**config.mk**
```make
export PLATFORM = sky130hd
export DESIGN_NAME = serial_subtractor_flat
export DESIGN_NICKNAME = d
export VERILOG_FILES = /design/src/rtl/serial_subtractor_if.sv /design/src/rtl/serial_subtractor.sv /design/src/flat_wrapper.sv
export SDC_FILE = /design/constraint.sdc
export NUM_CORES = 1
export LEC_CHECK = 0
export CAP_MARGIN = 20
export CORE_ASPECT_RATIO = 0.75
export CORE_MARGIN = 3
export CORE_UTILIZATION = 53
export DETAILED_ROUTE_END_ITERATION = 7
export GPL_TIMING_DRIVEN = 0
export PLACE_DENSITY = 0.82
export SYNTH_ARGS = -nofsm -noshare
export SYNTH_HDL_FRONTEND = slang
export SYNTH_SLANG_ARGS = --single-unit
```
**constraint.sdc**
```tcl
create_clock -name clk -period 3.15 [get_ports clk]
set_clock_uncertainty 0.05 [all_clocks]
set_input_delay 0.315 -clock clk [delete_from_list [all_inputs] [get_ports clk]]
set_output_delay 0.315 -clock clk [all_outputs]
set_load 0.01 [all_outputs]
```
**src/rtl/serial_subtractor_if.sv**
```systemverilog
// Handshake and data bundle for the bit-serial subtractor.
// The master drives the operands and start; the slave returns status and the result.
interface serial_subtractor_if #(
   parameter int unsigned WIDTH = 4
);
   logic             start;
   logic [WIDTH-1:0] in_data1;
   logic [WIDTH-1:0] in_data2;
   logic             busy;
   logic             done;
   logic [WIDTH-1:0] out_data;
   logic             bw;
   logic             zr;

   modport master (
      output start, in_data1, in_data2,
      input  busy, done, out_data, bw, zr
   );

   modport slave (
      input  start, in_data1, in_data2,
      output busy, done, out_data, bw, zr
   );
endinterface

```
**src/rtl/serial_subtractor.sv**
```systemverilog
// Bit-serial subtractor: out_data = in_data1 - in_data2 (mod 2^WIDTH), one bit per clock,
// LSB first, with a borrow flag and a zero flag held until the next completion.
module serial_subtractor #(
   parameter int unsigned WIDTH = 4
) (
   input  logic               clk,
   input  logic               rst_n,
   serial_subtractor_if.slave bus
);

   localparam int unsigned    CntW    = $clog2(WIDTH);
   localparam logic [CntW-1:0] LastBit = CntW'(WIDTH - 1);

   typedef enum logic [0:0] {StIdle, StRun} state_e;

   state_e           state_q, state_d;
   logic [WIDTH-1:0] a_q, a_d;
   logic [WIDTH-1:0] b_q, b_d;
   logic [WIDTH-1:0] res_q, res_d;
   logic [WIDTH-1:0] out_q, out_d;
   logic [CntW-1:0]  cnt_q, cnt_d;
   logic             br_q, br_d;
   logic             bw_q, bw_d;
   logic             zr_q, zr_d;
   logic             done_q, done_d;

   logic             a_bit;
   logic             b_bit;
   logic             diff_bit;
   logic             br_next;
   logic [WIDTH-1:0] res_shift;

   // One full-subtractor cell reused every cycle.
   assign a_bit     = a_q[0];
   assign b_bit     = b_q[0];
   assign diff_bit  = a_bit ^ b_bit ^ br_q;
   assign br_next   = (~a_bit & b_bit) | (~(a_bit ^ b_bit) & br_q);
   assign res_shift = {diff_bit, res_q[WIDTH-1:1]};

   always_comb begin
      state_d = state_q;
      a_d     = a_q;
      b_d     = b_q;
      res_d   = res_q;
      out_d   = out_q;
      cnt_d   = cnt_q;
      br_d    = br_q;
      bw_d    = bw_q;
      zr_d    = zr_q;
      done_d  = 1'b0;

      unique case (state_q)
         StIdle: begin
            if (bus.start) begin
               a_d     = bus.in_data1;
               b_d     = bus.in_data2;
               br_d    = 1'b0;
               cnt_d   = '0;
               state_d = StRun;
            end
         end
         StRun: begin
            a_d   = a_q >> 1;
            b_d   = b_q >> 1;
            res_d = res_shift;
            br_d  = br_next;
            cnt_d = cnt_q + 1'b1;
            // Outputs only move on the completing edge; they hold the last result while running.
            if (cnt_q == LastBit) begin
               out_d   = res_shift;
               bw_d    = br_next;
               zr_d    = (res_shift == '0);
               done_d  = 1'b1;
               state_d = StIdle;
            end
         end
         default: state_d = StIdle;
      endcase
   end

   always_ff @(posedge clk or negedge rst_n) begin
      if (!rst_n) begin
         state_q <= StIdle;
         a_q     <= '0;
         b_q     <= '0;
         res_q   <= '0;
         out_q   <= '0;
         cnt_q   <= '0;
         br_q    <= 1'b0;
         bw_q    <= 1'b0;
         zr_q    <= 1'b0;
         done_q  <= 1'b0;
      end else begin
         state_q <= state_d;
         a_q     <= a_d;
         b_q     <= b_d;
         res_q   <= res_d;
         out_q   <= out_d;
         cnt_q   <= cnt_d;
         br_q    <= br_d;
         bw_q    <= bw_d;
         zr_q    <= zr_d;
         done_q  <= done_d;
      end
   end

   assign bus.busy     = (state_q == StRun);
   assign bus.done     = done_q;
   assign bus.out_data = out_q;
   assign bus.bw       = bw_q;
   assign bus.zr       = zr_q;

endmodule

```
**src/flat_wrapper.sv**
```systemverilog
// flat-port wrapper written by rule: the top's interface ports become plain ports
module serial_subtractor_flat 
#(
   parameter int unsigned WIDTH = 4
)
  (clk, rst_n, bus_start, bus_in_data1, bus_in_data2, bus_busy, bus_done, bus_out_data, bus_bw, bus_zr);
  serial_subtractor_if #(.WIDTH(WIDTH)) bus_i ();
  input  logic clk;
  input  logic rst_n;
  input wire logic [$bits(bus_i.start)-1:0] bus_start;
  input wire logic [$bits(bus_i.in_data1)-1:0] bus_in_data1;
  input wire logic [$bits(bus_i.in_data2)-1:0] bus_in_data2;
  output wire logic [$bits(bus_i.busy)-1:0] bus_busy;
  output wire logic [$bits(bus_i.done)-1:0] bus_done;
  output wire logic [$bits(bus_i.out_data)-1:0] bus_out_data;
  output wire logic [$bits(bus_i.bw)-1:0] bus_bw;
  output wire logic [$bits(bus_i.zr)-1:0] bus_zr;
  assign bus_i.start = bus_start;
  assign bus_i.in_data1 = bus_in_data1;
  assign bus_i.in_data2 = bus_in_data2;
  assign bus_busy = bus_i.busy;
  assign bus_done = bus_i.done;
  assign bus_out_data = bus_i.out_data;
  assign bus_bw = bus_i.bw;
  assign bus_zr = bus_i.zr;
  serial_subtractor #(.WIDTH(WIDTH)) u_core (.clk(clk), .rst_n(rst_n), .bus(bus_i));
endmodule
```
==> results of run 1 <==
where the power goes:
group          internal [uW]  switching [uW]  total (uW)
clock                   44.6            78.2         123
combinational            321             200         521
sequential               406            77.2         483
total                    772             355        1130
metal layers:
layer	track usage	up-vias
met3	0.07295	0
met5	0	-
li1	-	283
met1	0.2086	280
met2	0.2406	15
met4	0.02913	0
state kept, by name, indices dropped and copies added (netlist names):
register	count
u_core.a_q	4
u_core.b_q	4
u_core.bus.out_data	4
u_core.res_q	3
u_core.cnt_q	2
u_core.br_q	1
u_core.bus.busy	1
u_core.bus.bw	1
u_core.bus.done	1
u_core.bus.zr	1
placed cells by master (no fill, tap or decap):
| master | n |
|---|---|
| dfrtp_1 | 22 |
| clkdlybuf4s50_1 | 17 |
| mux2i_1 | 9 |
| mux2_4 | 8 |
| nand2_1 | 6 |
| o21ai_0 | 6 |
| inv_1 | 4 |
| nor2_1 | 3 |
| clkbuf_4 | 3 |
| a22o_1 | 2 |
| buf_6 | 1 |
| nand2_4 | 1 |
| buf_2 | 1 |
| buf_4 | 1 |
| a21oi_1 | 1 |
| buf_8 | 1 |
| nand2b_1 | 1 |
| mux2_2 | 1 |
| nor4_1 | 1 |
| fa_1 | 1 |
| ha_1 | 1 |
| clkbuf_16 | 1 |
stage by stage:
stage,power (uW),setup WS [ns]
floorplan,832.1,1.737
global placement,992.8,1.591
detailed placement,1014,1.557
CTS,1140,1.511
global route,1212,1.449
finish,1127,1.538
kinds of logic (layout without fill, tap and decap cells):
family	after synthesis	in the layout	share of synthesized area
DFF	22	22	0.5685
muxes	18	18	0.2287
and+or+nand+nor	12	12	0.05944
AOI/OAI and AO/OA	9	9	0.05426
buffers and inverters	8	29	0.05554
adders and majority gates	2	2	0.03359
worst min-delay path by stage:
| stage | from | end | cells after the start | slack [ns] |
|---|---|---|---|---|
| 2_1_floorplan | rst_n | u_core.a_q[0] | 0 | -0.03 |
| 3_3_place_gp | u_core.b_q[2] | u_core.b_q[1] | 2 | 0.41 |
| 6_report | rst_n | u_core.b_q[1] | 1 | 0.13 |
| 3_5_place_dp | u_core.b_q[2] | u_core.b_q[1] | 2 | 0.42 |
| 4_1_cts | bus_start | u_core.a_q[3] | 3 | 0.34 |
| 5_1_grt | rst_n | u_core.b_q[1] | 1 | 0.12 |
area by class of cell:
cell class	count	area (um2)
fillers	112	379.1
flip-flops and latches	22	550.5
well taps	21	26.28
repair buffers	18	195.2
inverters	4	15.01
clock buffers	3	22.52
plain buffers	4	38.79
multi-input cells	41	364.1
==> results.toml, run 1 <==
[cells_and_area]
n_antenna_cell = 0
syn2layout_area_growth_pct = 25.19
final_layout_size_suffix_gt1_frac = 0.1957
finalNetCount = 107
fin_util = 0.7618
stdcell_count = 113
fin_area_um2 = 1212

[detailed_routing]
met1_length_um = 763
wire_per_inst_um = 14.00
first_pass_iters = 2
topRoutingLayerUsed = "met3"
wl_met2_um = 715
routed_wl_mm = 1.582
drc = 0
ant_nets = 0
wl_met3_um = 103
viasPerCell = 5.115
vias = 578
drtIter0Drc = 2

[timing]
layout_min_cycle_time_ns = 1.612
fin_crit_sh = 0.5116
hold_violations = 0
slew_headroom = 0.8529
final_max_slew_viol_count = 0
max_clock_freq_ghz = 0.6205
tightest_slew_ns = 0.2186
hold_slack_ns = 0.1273
setup_viol = 0
rsz0062_at_grt = "no"
fin_setup_tns_ns = 0

[global_routing]
overflow = 0
grt_max_degree = 23
grt_pass1_vias = 581
track_usage = 0.1579
antenna_found_initial = 0
grt_pass1_wl_mm = 2.870

[worst_setup_path]
max_stage_delay_ns = 0.55
cp_slowest_cell = "clkdlybuf4s50_1"
crit_chain = "clkdlybuf4s50_1"
cp-endpoint = "bus_busy"
end_kind = "output port"
critical_path_required_ns = 2.78
critPathMaxFanout = 2
critical_path_class = "reg2out"
start_kind = "register"
cp.depth = 1
arrival_ns = 1.25
r2r_start = "u_core.b_q[0]"
critical-path-top-delay-family = "buffers and inverters"
timing.rr.end = "u_core.bus.zr"
critPathLaunch = "u_core.bus.busy"
critPathBufInv = 1
r2r_slack_ns = 1.66
rr_worst_depth = 4

[clocking]
h-tree-depth = 1
cts_buffers = 3
hold_buffers = 0
clk_pin_slew_ns = 0.11
post_cts_buffers = 0
cts_tree = "built"
cts.sinks = 22
clk_path_buf_depth = 2
clkLatencyLatePin_ns = 0.30
clockRootBuffer = "clkbuf_4"
ctsResizeCount = 0

[logic_synthesis]
netlist_instances = 71
synth_top_cell_by_area = "dfrtp_1"
synthArstFlopShare = 1.000
yosysWarnings = 0
seq_area_frac_synth = 0.5685
yosysMostFrequentCell = "dfrtp_1"
postSynthAreaPerCell_um2 = 13.64
synth-edff-count = 0
synth_ff_type = "dfrtp_1"
synth-seq-cells = 22
synth_area_um2 = 968.4
synth_cell_types = 19
netlist_top_cells_count = "dfrtp_1 (22), mux2i_1 (9), mux2_4 (8)"
synth_top_area_frac = 0.5685
yosys-top-cells-area = "dfrtp_1 (57%), mux2_4 (12%), mux2i_1 (9.3%)"
syn_nets = 84

[place]
numPortBuffers = 17
gp_congestion = 0.7048
placed_cells = 109
dpl_cell_area_um2 = 1165
place_hpwl_mm = 1.178

[floorplan]
fp-row-count = 12
ioPinCount = 19
die_h_um = 43.02
die_w_um = 55.36
start_util = 0.6085
die_area_um2 = 2382
core-area_um2 = 1592

[power_and_ir_drop]
p_leak_uw = 0.0005947
power_density_nw_per_um2 = 929.6
peakVddDrop_mv = 0.6439

[run]
max_cap_viol_count = 0

[min_path]
worstHoldPathType = "in2async"

[status]
status = "finished, final reports clean"
Note: power is estimated with default switching activity, not from simulation.
==> inputs of run 2 (changes only) <==
Settings changed: CORE_UTILIZATION 53 to 44, PLACE_DENSITY 0.82 to 0.72.
Clock period 3.15 ns to 1.4 ns, I/O delays scaled along.
==> run 2 against run 1 <==
The flow now finishes with violations (setup timing); routed wire length shrank 2.7%; worst hold slack worse by 0.058 ns; non-clock buffer count is 2 higher; setup slack worse by 1.6 ns; combinational power up 130%; clock-buffer cell count did not move; core utilization shrank 15 points; die area rose by 18%; final cell count grew 5.3%; first-iteration DRC count grew to 4.0 times the previous value; via count is 0.17% higher; final area is 3.7% higher.
==> results.toml, run 2 (synthesis gave the netlist of run 1 again) <==
[timing]
hold_violations = 0
hold_slack_ns = 0.06958
tightest_slew_ns = 0.4239
rsz0062_at_grt = "yes"
setup_viol = 1
fin_setup_tns_ns = -0.09538
max_clock_freq_ghz = 0.6687
layout_min_cycle_time_ns = 1.495
fin_crit_sh = 1.068
fin_ws_ns = -0.09538
final_max_slew_viol_count = 0
slew_headroom = 0.7165

[place]
numPortBuffers = 17
place_hpwl_mm = 1.125
gp_congestion = 0.6662

[power_and_ir_drop]
switching_share = 0.3036
power_density_nw_per_um2 = 2181
peakVddDrop_mv = 1.723
clock_power_share = 0.173
p_sw_uw = 832.7
pwr-share-comb = 0.430
p_leak_uw = 0.0006521
power_frac_seq = 0.397
p_int_uw = 1910

[global_routing]
grt_pass1_wl_mm = 2.553
overflow = 0
track_usage = 0.1269
antenna_found_initial = 0
grt_max_degree = 23
grt_pass1_vias = 556

[clocking]
clockRootBuffer = "clkbuf_4"
clk_pin_slew_ns = 0.12
cts.sinks = 22
clk_path_buf_depth = 2
clkLatencyLatePin_ns = 0.30
h-tree-depth = 1
cts_buffers = 3
cts_tree = "built"
hold_buffers = 0

[detailed_routing]
viasPerCell = 4.866
first_pass_iters = 2
vias = 579
drc = 0
drtIter0Drc = 8
ant_nets = 0
wire_per_inst_um = 12.93
routed_wl_mm = 1.539

[status]
status = "finished with violations"
violations = "setup timing"

[floorplan]
die_w_um = 60.17
fp-row-count = 14
start_util = 0.4725
ioPinCount = 19
core-area_um2 = 2049
die_h_um = 46.63
die_area_um2 = 2806

[cells_and_area]
mostFrequentLayoutCells = "dfrtp_1 (22), mux2i_1 (9), clkdlybuf4s50_1 (9)"
final_layout_size_suffix_gt1_frac = 0.2632
final_common_cell = "dfrtp_1"
finalNetCount = 109
syn2layout_area_growth_pct = 29.85
n_antenna_cell = 0
fin_util = 0.6136

[worst_setup_path]
critical_path_required_ns = 1.56
critPathMaxFanout = 3
critical_path_class = "reg2reg"
end_kind = "register"
start_kind = "register"
arrival_ns = 1.65

[run]
max_cap_viol_count = 0

[min_path]
worstHoldPathType = "in2async"
-- run 2: cell count changes in the layout (fill, tap and decap cells not counted), moves of 2 or more --
cell	previous run	this run
buf_4	1	3
dlygate4sd2_1	0	6
clkdlybuf4s50_1	17	9
inv_2	0	2
dlymetal6s2s_1	0	2
inv_1	4	2
-- run 2: timing repair --
action,in CTS,in global routing
pin swaps,1,0
endpoints found under the hold margin,0,0
setup buffers,2,0
setup endpoints to repair,9,5
gates resized for setup,7,5
-- run 2: layout make-up --
type / instances / area [um2]
plain buffers: 4 / 38.79
clock buffers: 3 / 22.52
clock inverters: 1 / 30.03
fillers: 163 / 792.0
inverters: 4 / 15.01
multi-input cells: 41 / 372.9
flip-flops and latches: 22 / 550.5
well taps: 24 / 30.03
repair buffers: 20 / 197.7
-- run 2: per-stage QoR --
| step | setup WS, ns | instance area [um2] | total power, uW | instances |
|---|---|---|---|---|
| finish | -0.09538 | 1257 | 2743 | 119 |
| global route | -0.1440 | 1257 | 2930 | 119 |
| CTS | -0.1108 | 1229 | 2746 | 118 |
| detailed placement | -0.08245 | 1169 | 2280 | 112 |
| global placement | -0.06751 | 1169 | 2234 | 112 |
| floorplan | -0.008773 | 968.4 | 1872 | 71 |
-- run 2: worst max-delay path: stages, from the launching register on --
cell and delay [ns]:
dfrtp_1 0.39, inv_2 0.05, fa_2 0.60, nor4_2 0.05, mux2_4 0.26
-- run 2: worst paths after layout --
path	cells past startpoint	from	endpoint	slack (ns)
min reg2reg	2	u_core.a_q[1]	u_core.a_q[0]	0.43
max in group asynchronous	2	rst_n	u_core.a_q[3]	0.79
max reg2reg	4	u_core.b_q[0]	u_core.bus.zr	-0.1
max	4	u_core.b_q[0]	u_core.bus.zr	-0.1
min	1	rst_n	u_core.bus.out_data[2]	0.07
min in group clk	3	bus_start	u_core.b_q[3]	0.16
-- run 2: power groups by stage --
stage          logic, uW  clock network, uW  registers, uW
6_report            1180                476           1090
5_1_grt             1280                528           1120
4_1_cts             1170                490           1080
3_5_place_dp        1180                  0           1100
3_3_place_gp        1150                  0           1090
2_1_floorplan        755                  0           1120
-- run 2: metal layers --
layer | vias up | GRT usage | part of all wire
met5 | - | 0 | 0
met2 | 9 | 0.1789 | 0.45
li1 | 288 | - | -
met1 | 280 | 0.1812 | 0.49
met3 | 2 | 0.05322 | 0.038
met4 | 0 | 0.02655 | 0.012
